--- src/rtl/m_ram_ctrl_pkg.sv ---
// rtl/m_ram_ctrl_pkg.sv - shared widths, defaults and FSM encoding for the RAM front-end
package m_ram_ctrl_pkg;

  localparam int unsigned AW_DEF   = 6;
  localparam int unsigned DW_DEF   = 4;
  localparam int unsigned WE_W_DEF = 2;

  // Encoding is shared with m_ram and the display block, so keep values fixed.
  typedef enum logic [2:0] {
    ST_IDLE     = 3'd0,
    ST_SETUP    = 3'd1,
    ST_PULSE    = 3'd2,
    ST_HOLD     = 3'd3,
    ST_CLR_NEXT = 3'd4
  } state_t;

  function automatic bit is_busy_state(state_t s);
    return s != ST_IDLE;
  endfunction

endpackage

--- src/rtl/m_ram_ctrl_if.sv ---
// rtl/m_ram_ctrl_if.sv - button/switch inputs and RAM-side outputs of the controller
interface m_ram_ctrl_if
  import m_ram_ctrl_pkg::*;
#(
  parameter int unsigned AW = AW_DEF,
  parameter int unsigned DW = DW_DEF
) ();

  logic          btn_up;
  logic          btn_dn;
  logic          btn_wr;
  logic          btn_clr;
  logic [DW-1:0] sw_data;
  logic [AW-1:0] adr;
  logic [DW-1:0] wdata;
  logic          we;
  logic          busy;

  modport master (
    output btn_up, btn_dn, btn_wr, btn_clr, sw_data,
    input  adr, wdata, we, busy
  );

  modport slave (
    input  btn_up, btn_dn, btn_wr, btn_clr, sw_data,
    output adr, wdata, we, busy
  );

endinterface

--- src/rtl/m_ram_ctrl_rise_edge.sv ---
// rtl/m_ram_ctrl_rise_edge.sv - rising-edge detector for an already-synchronous level
module m_rise_edge (
  input  logic clk,
  input  logic rst_n,
  input  logic in,
  output logic rise
);

  logic prev_q;

  // History resets high so a button held through reset release does not fire.
  always_ff @(posedge clk or negedge rst_n) begin
    if (!rst_n) begin
      prev_q <= 1'b1;
    end else begin
      prev_q <= in;
    end
  end

  assign rise = in & ~prev_q;

endmodule

--- src/rtl/m_ram_ctrl.sv ---
// rtl/m_ram_ctrl.sv - RAM front-end: address stepping, timed single write, bulk clear
module m_ram_ctrl
  import m_ram_ctrl_pkg::*;
#(
  parameter int unsigned   AW      = AW_DEF,
  parameter int unsigned   DW      = DW_DEF,
  parameter int unsigned   WE_W    = WE_W_DEF,
  parameter logic [DW-1:0] CLR_VAL = '0
) (
  input logic         clk,
  input logic         rst_n,
  m_ram_ctrl_if.slave bus
);

  localparam int unsigned   CW       = (WE_W > 1) ? $clog2(WE_W) : 1;
  localparam logic [CW-1:0] CNT_LOAD = CW'(WE_W - 1);

  state_t        state_q, state_d;
  logic [AW-1:0] adr_q, adr_d;
  logic [DW-1:0] wdata_q, wdata_d;
  logic          we_q, we_d;
  logic          busy_q, busy_d;
  logic          clr_mode_q, clr_mode_d;
  logic [CW-1:0] cnt_q, cnt_d;

  logic rise_up, rise_dn, rise_wr, rise_clr;

  m_rise_edge u_rise_up  (.clk(clk), .rst_n(rst_n), .in(bus.btn_up),  .rise(rise_up));
  m_rise_edge u_rise_dn  (.clk(clk), .rst_n(rst_n), .in(bus.btn_dn),  .rise(rise_dn));
  m_rise_edge u_rise_wr  (.clk(clk), .rst_n(rst_n), .in(bus.btn_wr),  .rise(rise_wr));
  m_rise_edge u_rise_clr (.clk(clk), .rst_n(rst_n), .in(bus.btn_clr), .rise(rise_clr));

  always_comb begin
    state_d    = state_q;
    adr_d      = adr_q;
    wdata_d    = wdata_q;
    busy_d     = busy_q;
    clr_mode_d = clr_mode_q;
    cnt_d      = cnt_q;
    we_d       = 1'b0;

    // Button edges outside IDLE are dropped; the detectors keep tracking regardless.
    unique case (state_q)
      ST_IDLE: begin
        if (rise_clr) begin
          adr_d      = '0;
          wdata_d    = CLR_VAL;
          busy_d     = 1'b1;
          clr_mode_d = 1'b1;
          state_d    = ST_SETUP;
        end else if (rise_wr) begin
          wdata_d    = bus.sw_data;
          busy_d     = 1'b1;
          clr_mode_d = 1'b0;
          state_d    = ST_SETUP;
        end else if (rise_up && !rise_dn) begin
          adr_d = adr_q + 1'b1;
        end else if (rise_dn && !rise_up) begin
          adr_d = adr_q - 1'b1;
        end
      end

      ST_SETUP: begin
        cnt_d   = CNT_LOAD;
        we_d    = 1'b1;
        state_d = ST_PULSE;
      end

      ST_PULSE: begin
        if (cnt_q == '0) begin
          state_d = ST_HOLD;
        end else begin
          cnt_d = cnt_q - 1'b1;
          we_d  = 1'b1;
        end
      end

      ST_HOLD: begin
        if (clr_mode_q) begin
          state_d = ST_CLR_NEXT;
        end else begin
          busy_d  = 1'b0;
          state_d = ST_IDLE;
        end
      end

      ST_CLR_NEXT: begin
        if (adr_q == {AW{1'b1}}) begin
          adr_d      = '0;
          busy_d     = 1'b0;
          clr_mode_d = 1'b0;
          state_d    = ST_IDLE;
        end else begin
          adr_d   = adr_q + 1'b1;
          state_d = ST_SETUP;
        end
      end

      default: begin
        busy_d     = 1'b0;
        clr_mode_d = 1'b0;
        state_d    = ST_IDLE;
      end
    endcase
  end

  // we is a flop output, so an async reset drops the strobe without waiting for a clock.
  always_ff @(posedge clk or negedge rst_n) begin
    if (!rst_n) begin
      state_q    <= ST_IDLE;
      adr_q      <= '0;
      wdata_q    <= '0;
      we_q       <= 1'b0;
      busy_q     <= 1'b0;
      clr_mode_q <= 1'b0;
      cnt_q      <= '0;
    end else begin
      state_q    <= state_d;
      adr_q      <= adr_d;
      wdata_q    <= wdata_d;
      we_q       <= we_d;
      busy_q     <= busy_d;
      clr_mode_q <= clr_mode_d;
      cnt_q      <= cnt_d;
    end
  end

  assign bus.adr   = adr_q;
  assign bus.wdata = wdata_q;
  assign bus.we    = we_q;
  assign bus.busy  = busy_q;

  a_we_only_in_pulse: assert property (
    @(posedge clk) disable iff (!rst_n) we_q == (state_q == ST_PULSE));

  a_busy_matches_state: assert property (
    @(posedge clk) disable iff (!rst_n) busy_q == is_busy_state(state_q));

  a_bus_stable_in_write: assert property (
    @(posedge clk) disable iff (!rst_n)
      (state_q == ST_PULSE || state_q == ST_HOLD) |-> ($stable(adr_q) && $stable(wdata_q)));

endmodule

--- src/flat_wrapper.sv ---
// flat-port wrapper written by rule: the top's interface ports become plain ports
module m_ram_ctrl_flat import m_ram_ctrl_pkg::*;
#(
  parameter int unsigned   AW      = AW_DEF,
  parameter int unsigned   DW      = DW_DEF,
  parameter int unsigned   WE_W    = WE_W_DEF,
  parameter logic [DW-1:0] CLR_VAL = '0
)
  (clk, rst_n, bus_btn_up, bus_btn_dn, bus_btn_wr, bus_btn_clr, bus_sw_data, bus_adr, bus_wdata, bus_we, bus_busy);
  m_ram_ctrl_if #(.AW(AW), .DW(DW)) bus_i ();
  input logic clk;
  input logic rst_n;
  input wire logic [$bits(bus_i.btn_up)-1:0] bus_btn_up;
  input wire logic [$bits(bus_i.btn_dn)-1:0] bus_btn_dn;
  input wire logic [$bits(bus_i.btn_wr)-1:0] bus_btn_wr;
  input wire logic [$bits(bus_i.btn_clr)-1:0] bus_btn_clr;
  input wire logic [$bits(bus_i.sw_data)-1:0] bus_sw_data;
  output wire logic [$bits(bus_i.adr)-1:0] bus_adr;
  output wire logic [$bits(bus_i.wdata)-1:0] bus_wdata;
  output wire logic [$bits(bus_i.we)-1:0] bus_we;
  output wire logic [$bits(bus_i.busy)-1:0] bus_busy;
  assign bus_i.btn_up = bus_btn_up;
  assign bus_i.btn_dn = bus_btn_dn;
  assign bus_i.btn_wr = bus_btn_wr;
  assign bus_i.btn_clr = bus_btn_clr;
  assign bus_i.sw_data = bus_sw_data;
  assign bus_adr = bus_i.adr;
  assign bus_wdata = bus_i.wdata;
  assign bus_we = bus_i.we;
  assign bus_busy = bus_i.busy;
  m_ram_ctrl #(.AW(AW), .DW(DW), .WE_W(WE_W), .CLR_VAL(CLR_VAL)) u_core (.clk(clk), .rst_n(rst_n), .bus(bus_i));
endmodule
--- config.mk ---
export PLATFORM = sky130hd
export DESIGN_NAME = m_ram_ctrl_flat
export DESIGN_NICKNAME = d
export VERILOG_FILES = /design/src/rtl/m_ram_ctrl_pkg.sv /design/src/rtl/m_ram_ctrl_if.sv /design/src/rtl/m_ram_ctrl_rise_edge.sv /design/src/rtl/m_ram_ctrl.sv /design/src/flat_wrapper.sv
export SDC_FILE = /design/constraint.sdc
export NUM_CORES = 1
export LEC_CHECK = 0
export ABC_AREA = 1
export CELL_PAD_IN_SITES_DETAIL_PLACEMENT = 1
export CELL_PAD_IN_SITES_GLOBAL_PLACEMENT = 2
export CORE_MARGIN = 4
export CORE_UTILIZATION = 30
export DETAILED_ROUTE_END_ITERATION = 12
export PLACE_DENSITY = 0.75
export SYNTH_ARGS = -nofsm -noshare
export SYNTH_HDL_FRONTEND = slang
export SYNTH_SLANG_ARGS = --single-unit
--- constraint.sdc ---
create_clock -name clk -period 2.2 [get_ports clk]
set_clock_uncertainty 0.15 [all_clocks]
set_input_delay 0.44 -clock clk [delete_from_list [all_inputs] [get_ports clk]]
set_output_delay 0.44 -clock clk [all_outputs]
set_load 0.02 [all_outputs]
# [Word-level counts from Yosys, hierarchy flattened]
# Cells that the tools add are included.
[totals] register_bits=21 inputBits=10 wordCells=76
[op_classes] n_addsub=3 eq_ne=11 muxes=26 n_bitwise=10 reduce_logical=15
[op_table] op="6-bit two-way mux" n=5
[op_table] op="3-bit case mux with 5 select lines" n=1
[op_table] op="3-bit two-way mux" n=4
[op_table] op="6-bit case mux with 2 select lines" n=1
[op_table] op="1-bit two-way mux" n=9
[op_table] op="4-bit two-way mux" n=2
[op_table] op="6-bit by 1-bit adder with 6-bit output, second input constant" n=1
[op_table] op="3-bit by 2-bit == test with 1-bit output, second input constant" n=2
[op_table] op="6-bit == test, second input constant" n=1
[op_table] op="1-bit inverter" n=6
[op_table] op="3-bit AND reduction" n=2
[op_table] op="2-bit nonzero test" n=3
[op_table] op="6-bit by 1-bit subtractor with 6-bit output, second input constant" n=1
[op_table] op="1-bit AND" n=4
[op_table] op="2-bit != test, second input constant" n=2
[op_table] op="4-bit by 1-bit != test with 1-bit output, second input constant" n=1
[op_table] op="1-bit case mux with 2 select lines" n=2
[op_table] op="1-bit case mux with 4 select lines" n=1
[op_table] op="2-bit AND reduction" n=2
[op_table] op="4-bit AND reduction" n=1
[op_table] op="3-bit by 1-bit == test with 1-bit output, second input constant" n=1
[op_table] op="3-bit == test, second input constant" n=1
[op_table] op="3-bit zero test" n=1
[op_table] op="3-bit by 1-bit != test with 1-bit output, second input constant" n=1
[op_table] op="other kinds (8)" n=10

# [Longest topological paths before layout]
# Gate-level depths: netlist (run 1).
[logic_depth] depth_word=9 depth_mapped=11 ltp_nobuf=11

# [By module]
# Synthesis (run 1) repeated with hierarchy kept, for this count alone.
[hier_totals] cells_unflattened=150 hier_area_um2=1214.9
[modules_own_cells] module="m_ram_ctrl" n_inst=1 cells_each=138 area_each_um2=1069.8
[modules_own_cells] module="m_rise_edge" n_inst=4 cells_each=3 area_each_um2=36.3

# [Worst setup path before layout (run 1)]
# No wires, ideal clock.
[synth_path] path_type="register -> register" start="register u_core.adr_q[0], in the netlist u_core.bus.adr[0]" end="register u_core.adr_q[4], in the netlist u_core.bus.adr[4]" setup_ps=117 t_arrival_ps=1415 path_slack_ps=518 stages_incl_launch_ff=12 path_buffers=0 path_cell_list="dfrtp_1 inv_1 ha_1 inv_1 nor2_1 nand2_1 nand2_1 nand3_1 nand3_1 o21ai_0 nand2_1 nand2_1"
[synth_via] elab_chain_len=6 word_cells_on_any_way=9 cone_classes="add/sub: 2; eq/ne: 1; mux: 6"
[synth_rtl] element="start: declaration" line_no="m_ram_ctrl.sv:19" text="logic [AW-1:0] adr_q, adr_d;"
[synth_rtl] element="start signal: assignment" line_no="m_ram_ctrl.sv:119" text="adr_q <= adr_d;"
[synth_rtl] element="6-bit by 1-bit subtractor with 6-bit output" line_no="m_ram_ctrl.sv:59" text="adr_d = adr_q - 1'b1;"
[synth_rtl] element="6-bit two-way mux" line_no="m_ram_ctrl.sv:58" text="end else if (rise_dn && !rise_up) begin"
[synth_rtl] element="6-bit two-way mux" line_no="m_ram_ctrl.sv:56" text="end else if (rise_up && !rise_dn) begin"
[synth_rtl] element="6-bit two-way mux" line_no="m_ram_ctrl.sv:51" text="end else if (rise_wr) begin"
[synth_rtl] element="6-bit two-way mux" line_no="m_ram_ctrl.sv:45" text="if (rise_clr) begin"
[synth_rtl] element="6-bit case mux with 2 select lines *" line_no="m_ram_ctrl.sv:43" text="unique case (state_q)"
# Every way passes the cells marked *; elsewhere a longest branch is shown, timed or not. The select of a mux whose other input is x is not followed.
# A chain may end at the register's enable or synchronous reset.

# [Worst setup path after layout (run 1)]
[layout_path] start="register u_core.adr_q[4], in the netlist u_core.bus.adr[4]" end="output bus_adr[4]"
[layout_lines] element="end: declaration" line_no="flat_wrapper.sv:18" text="output wire logic [$bits(bus_i.adr)-1:0] bus_adr;"
# No word-level cell between the ends.

==> key figures, run 1 <==
Clocking
  – Longest Clk Path Bufs: 2
  – Root Buffer: clkbuf_8
  – CTS Hold Bufs: 0
  – Setup Buffers After CTS: 0
  – CTS Sinks: 21
  – CTS tree: built
  – Htree depth: 1
  – Worst-Skew Late Latency: 260 ps
  – Post-cts gate resize count: 0
  – Clock-pin slew on the worst setup and hold paths: 80 ps
  – Num CTS Buffers: 3

Place
  – Hpwl dp: 2630 um
  – Global placement routability congestion: 0.828
  – Placed instance count: 228
  – Post-Place Setup Slack: 162 ps
  – Port bufs: 21
  – Placed Area: 1540 um2

Worst setup path
  – Critical-path cell list: clkdlybuf4s50_1
  – Buf+Inv Stages, Crit Path: 1
  – Critical path arrival: 1450 ps
  – CP peak stage delay: 670 ps
  – Worst Setup End Kind: output port
  – Crit path kind: flop to output port
  – Worst setup SP type: flop
  – CP top delay family: buffers and inverters
  – FF-to-FF End: u_core.bus.adr[4]
  – Worst path required time: 1610 ps
  – CP max-delay cell: clkdlybuf4s50_1
  – Reg2Reg Setup Slack: 330 ps
  – CP max FO: 8
  – R2R depth: 11
  – R2r startpoint: u_core.bus.adr[0]

Die
  – Top Ports: 22
  – Die area: 5340 um2
  – Die Span Y: 73.1 um
  – Die width: 73.1 um
  – Rows: 23
  – Initial core utilization: 0.313
  – Placeable Area: 4060 um2

Layout
  – Area Overhead vs Synth: 24.9%
  – Multi-input logic area: 634 um2
  – Sequential cell area: 531 um2
  – Cell area after layout: 1590 um2
  – Fillers: 512
  – Finished Layout Cells: 232
  – Layout Utilization: 0.391
  – Antenna cell count: 0
  – Layout Nets: 195
  – Layout cells sized above 1: 0.143
  – Largest register FFs: 6

Min path
  – Hold Crit Depth: 1
  – HP Class: flop to flop
  – WHS Endpoint: u_core.bus.wdata[3]
  – Min-delay src: u_core.bus.wdata[3]

Global routing
  – Largest net degree at the start of global routing: 22
  – Antenna violations before repair: 0
  – Global-route wire length before repair: 5930 um
  – Grt ovf: 0
  – Vias in the first global route: 1235
  – GRT Total Usage: 0.137

STA
  – Final hold vios: 0
  – Setup TNS: 0 ps
  – Min Clock Period, post-route: 2040 ps
  – Slew Limit Headroom: 0.801
  – Pins Over Slew Limit: 0
  – Slew @ Worst Pin: 298 ps
  – Max Freq: 0.491 GHz
  – Tcrit/Tclk final: 0.925
  – Endpoints failing setup: 0
  – WHS: 352 ps
  – Unrepaired setup endpoints after global routing: no
  – Worst setup margin: 165 ps

Detailed routing
  – WL met3: 104 um
  – Top sig layer: met3
  – Metal2 WL: 1560 um
  – Via count: 1118
  – Drt first pass iters: 4
  – Initial drt markers: 43
  – # DRC: 0
  – Routed len/inst: 14.1 um
  – Final wirelength: 3260 um
  – Met1 wire length: 1600 um
  – DR vias/cell: 4.82
  – Antenna Nets Post-Route: 0

Synthesis
  – Top-count cell post-synth: nand2_1
  – Synth area leader: dfrtp_1
  – Netlist Area Pre-Place: 1270 um2
  – Net Count, Synth: 169
  – Sequential area share after synthesis: 0.418
  – Mean Syn Cell Area: 8.09 um2
  – Synth area leaders: dfrtp_1, nand2_1, dfstp_2
  – EDFF count, synth: 0
  – Share of the synthesized area in the top cell type: 0.335
  – Post-synthesis async set-or-reset flop share: 1.00
  – Post-synth cell types: 28
  – Ys Warns: 0
  – Synth Flop Type: dfrtp_1
  – Most common library cells after synthesis: nand2_1, inv_1, nand3_1
  – Mapped Cells: 157
  – Flops & latches, synth: 21

Status
  – Status: finished, final reports clean

Power and ir drop
  – Power per cell area: 1370 nW/um2
  – Leak pwr: 0.737 nW
  – Final Power: 2.18 mW
  – Peak VDD IR: 0.517 mV

Job
  – Max cap viols: 0
## cells in the final DEF (no fill, tap or decap), drive strengths merged, types with 3 or more instances in the layout
| master | instances |
|---|---|
| nand3 | 22 |
| nand4 | 3 |
| o21ai | 17 |
| clkdlybuf4s50 | 21 |
| clkbuf | 4 |
| inv | 23 |
| nand2 | 43 |
| a21oi | 4 |
| nor2 | 13 |
| dfrtp | 17 |
| dfstp | 4 |
## how the worst max path moves through the flow
stage / start / to / slack (ps) / cells past startpoint
6_report: u_core.bus.adr[4] / bus_adr[4] / 160 / 1
5_1_grt: u_core.bus.adr[0] / u_core.bus.adr[4] / 60 / 11
4_1_cts: u_core.bus.adr[2] / bus_adr[2] / 130 / 1
3_5_place_dp: bus_btn_clr / u_core.bus.adr[2] / 160 / 9
3_3_place_gp: bus_btn_clr / u_core.bus.adr[0] / 210 / 9
2_1_floorplan: u_core.bus.adr[0] / u_core.bus.adr[4] / 520 / 11
## cells by family after synthesis
kind of cell,Yosys count,synth area share
simple gates,83,0.333
compound gates,25,0.140
buf+inv,25,0.0828
flops,21,0.418
fa+ha+maj,2,0.0197
xor+xnor,1,0.00690
## power by group
group	internal [mW]	switching, mW	total, mW
sequential	0.536	0.163	0.699
combinational	0.494	0.729	1.22
clock	0.129	0.126	0.255
## cell type report
class | instances | area share
multi-input cells | 111 | 0.400
flip-flops and latches | 21 | 0.334
repair buffers | 23 | 0.142
inverters | 23 | 0.0560
well taps | 50 | 0.0394
clock buffers | 4 | 0.0284
## metal layers
| metal | track usage | vias to the layer above |
|---|---|---|
| met5 | 0 | - |
| met4 | 0.0123 | 0 |
| met3 | 0.0303 | 0 |
| met2 | 0.228 | 11 |
| met1 | 0.188 | 543 |
| li1 | - | 564 |
No activity file was read; power rests on OpenSTA's default activity.
==> inputs of run 2 (changes only) <==
- SKIP_CTS_REPAIR_TIMING: not set -> 1
==> results of run 2 <==
The final DEF is identical to that of run 1; final timing and power are the same.
==> inputs of run 3 (changes only) <==
- CORE_ASPECT_RATIO: not set -> 1.75
- CORE_UTILIZATION: 30 -> 32
- PLACE_DENSITY: 0.75 -> 0.79
- SETUP_SLACK_MARGIN: not set -> 0.15
- clock period: 2.2 -> 2.45 ns (I/O delays scaled with it)
==> run 3 against run 2 <==
Against the previous run:
- register-to-register slack better by 260 ps
- final cell count shrank 1.3%
- critical path depth is the same
- clock power fell by 11%
- die area shrank 4.8%
- first-iteration DRC count is 84% lower
- utilization up 1.7 points
==> key figures, run 3 (synthesis results as in run 1) <==
Status
  – Status: finished, final reports clean

Clocking
  – Root Buffer: clkbuf_8
  – Clock-pin slew on the worst setup and hold paths: 80 ps
  – CTS tree: built
  – Num CTS Buffers: 3
  – Htree depth: 1
  – Longest Clk Path Bufs: 2
  – CTS Sinks: 21
  – Worst-Skew Late Latency: 260 ps

Worst setup path
  – CP top delay family: buffers and inverters
  – Critical Path Source: u_core.bus.adr[3]
  – Crit path kind: flop to output port
  – CP peak stage delay: 660 ps
  – Worst Setup End Kind: output port
  – Worst path required time: 1810 ps
  – CP max-delay cell: clkdlybuf4s50_1
  – Critical path arrival: 1450 ps
  – Reg2Reg Setup Slack: 590 ps
  – Critical-path cell list: clkdlybuf4s50_1
  – Buf+Inv Stages, Crit Path: 1
  – CP max FO: 9
  – Worst setup SP type: flop
  – R2r startpoint: u_core.bus.adr[0]

Place
  – Placed Area: 1530 um2
  – Global placement routability congestion: 0.788
  – Hpwl dp: 2750 um
  – Post-Place Setup Slack: 372 ps
  – Placed instance count: 225
  – Port bufs: 21

STA
  – Pins Over Slew Limit: 0
  – Setup TNS: 0 ps
  – Endpoints failing setup: 0
  – Unrepaired setup endpoints after global routing: no
  – Worst setup margin: 359 ps
  – Slew @ Worst Pin: 307 ps
  – Min Clock Period, post-route: 2090 ps
  – Final hold vios: 0
  – Tcrit/Tclk final: 0.853
  – WHS: 356 ps
  – Max Freq: 0.478 GHz
  – Slew Limit Headroom: 0.795

Layout
  – Fillers: 500
  – Area Overhead vs Synth: 24.2%
  – Most frequent cells in the layout: nand2_1, clkdlybuf4s50_1, inv_1, nand3_1, dfrtp_1
  – Cell area after layout: 1580 um2
  – Antenna cell count: 0
  – Largest register FFs: 6
  – Finished Layout Cells: 229
  – Commonest non-fill, non-tap cell in the layout: nand2_1
  – Layout Utilization: 0.408
  – Layout cells sized above 1: 0.144
  – Layout Nets: 194

Detailed routing
  – Via count: 1155
  – DR vias/cell: 5.04
  – # DRC: 0
  – Routed len/inst: 14.7 um
  – Antenna Nets Post-Route: 0
  – WL met3: 80 um
  – Drt first pass iters: 4
  – Top sig layer: met4
  – Metal2 WL: 1990 um
  – Met1 wire length: 1270 um
  – Final wirelength: 3370 um
  – Initial drt markers: 7

Global routing
  – Vias in the first global route: 1224
  – Grt ovf: 0
  – Largest net degree at the start of global routing: 22
  – Global-route wire length before repair: 5640 um
  – Antenna violations before repair: 0
  – GRT Total Usage: 0.139

Die
  – Die area: 5080 um2
  – Placeable Area: 3870 um2
  – Top Ports: 22
  – Initial core utilization: 0.328
  – Die Span Y: 91.3 um
  – Die width: 55.6 um
  – Rows: 30

Power and ir drop
  – Power per cell area: 1240 nW/um2
  – Final Power: 1.95 mW
  – Leak pwr: 0.734 nW
  – Peak VDD IR: 0.557 mV

Job
  – Max cap viols: 0

Min path
  – Min-delay src: u_core.clr_mode_q
  – HP Class: flop to flop
run 3: changes by cell type in the layout (fill, tap and decap cells not counted):
cell	before	now
clkinv_2	0	1
clkbuf_1	1	0
buf_4	2	1
run 3: worst paths after layout:
kind	endpoint	cells past startpoint
setup / recovery	bus_adr[3]	1
hold / removal	u_core.clr_mode_q	2
setup reg to reg	u_core.bus.adr[4]	11
hold reg to reg	u_core.clr_mode_q	2
max in group asynchronous	u_core.u_rise_up.prev_q	2
min in group asynchronous	u_core.bus.we	2
run 3: routing by layer:
layer / vias up / track usage
li1: 561 / -
met1: 574 / 0.139
met2: 18 / 0.282
met3: 2 / 0.0142
met4: 0 / 0.0487
met5: - / 0
run 3: final cells by class:
type / instances / area (um2) / area share
Sequential cell: 21 / 531 / 0.336
Clock buffer: 3 / 41.3 / 0.0262
Inverter: 23 / 88.8 / 0.0563
Timing Repair Buffer: 22 / 218 / 0.138
Tap cell: 48 / 60.1 / 0.0381
Multi-Input combinational cell: 111 / 634 / 0.402
Clock inverter: 1 / 5.00 / 0.00317
run 3: where the power goes:
group / leakage [nW] / total (mW) / internal, mW / switching [mW]
Clock: 0.0255 / 0.228 / 0.113 / 0.115
Combinational: 0.451 / 1.08 / 0.435 / 0.646
Sequential: 0.258 / 0.639 / 0.482 / 0.158
Total: 0.734 / 1.95 / 1.03 / 0.919
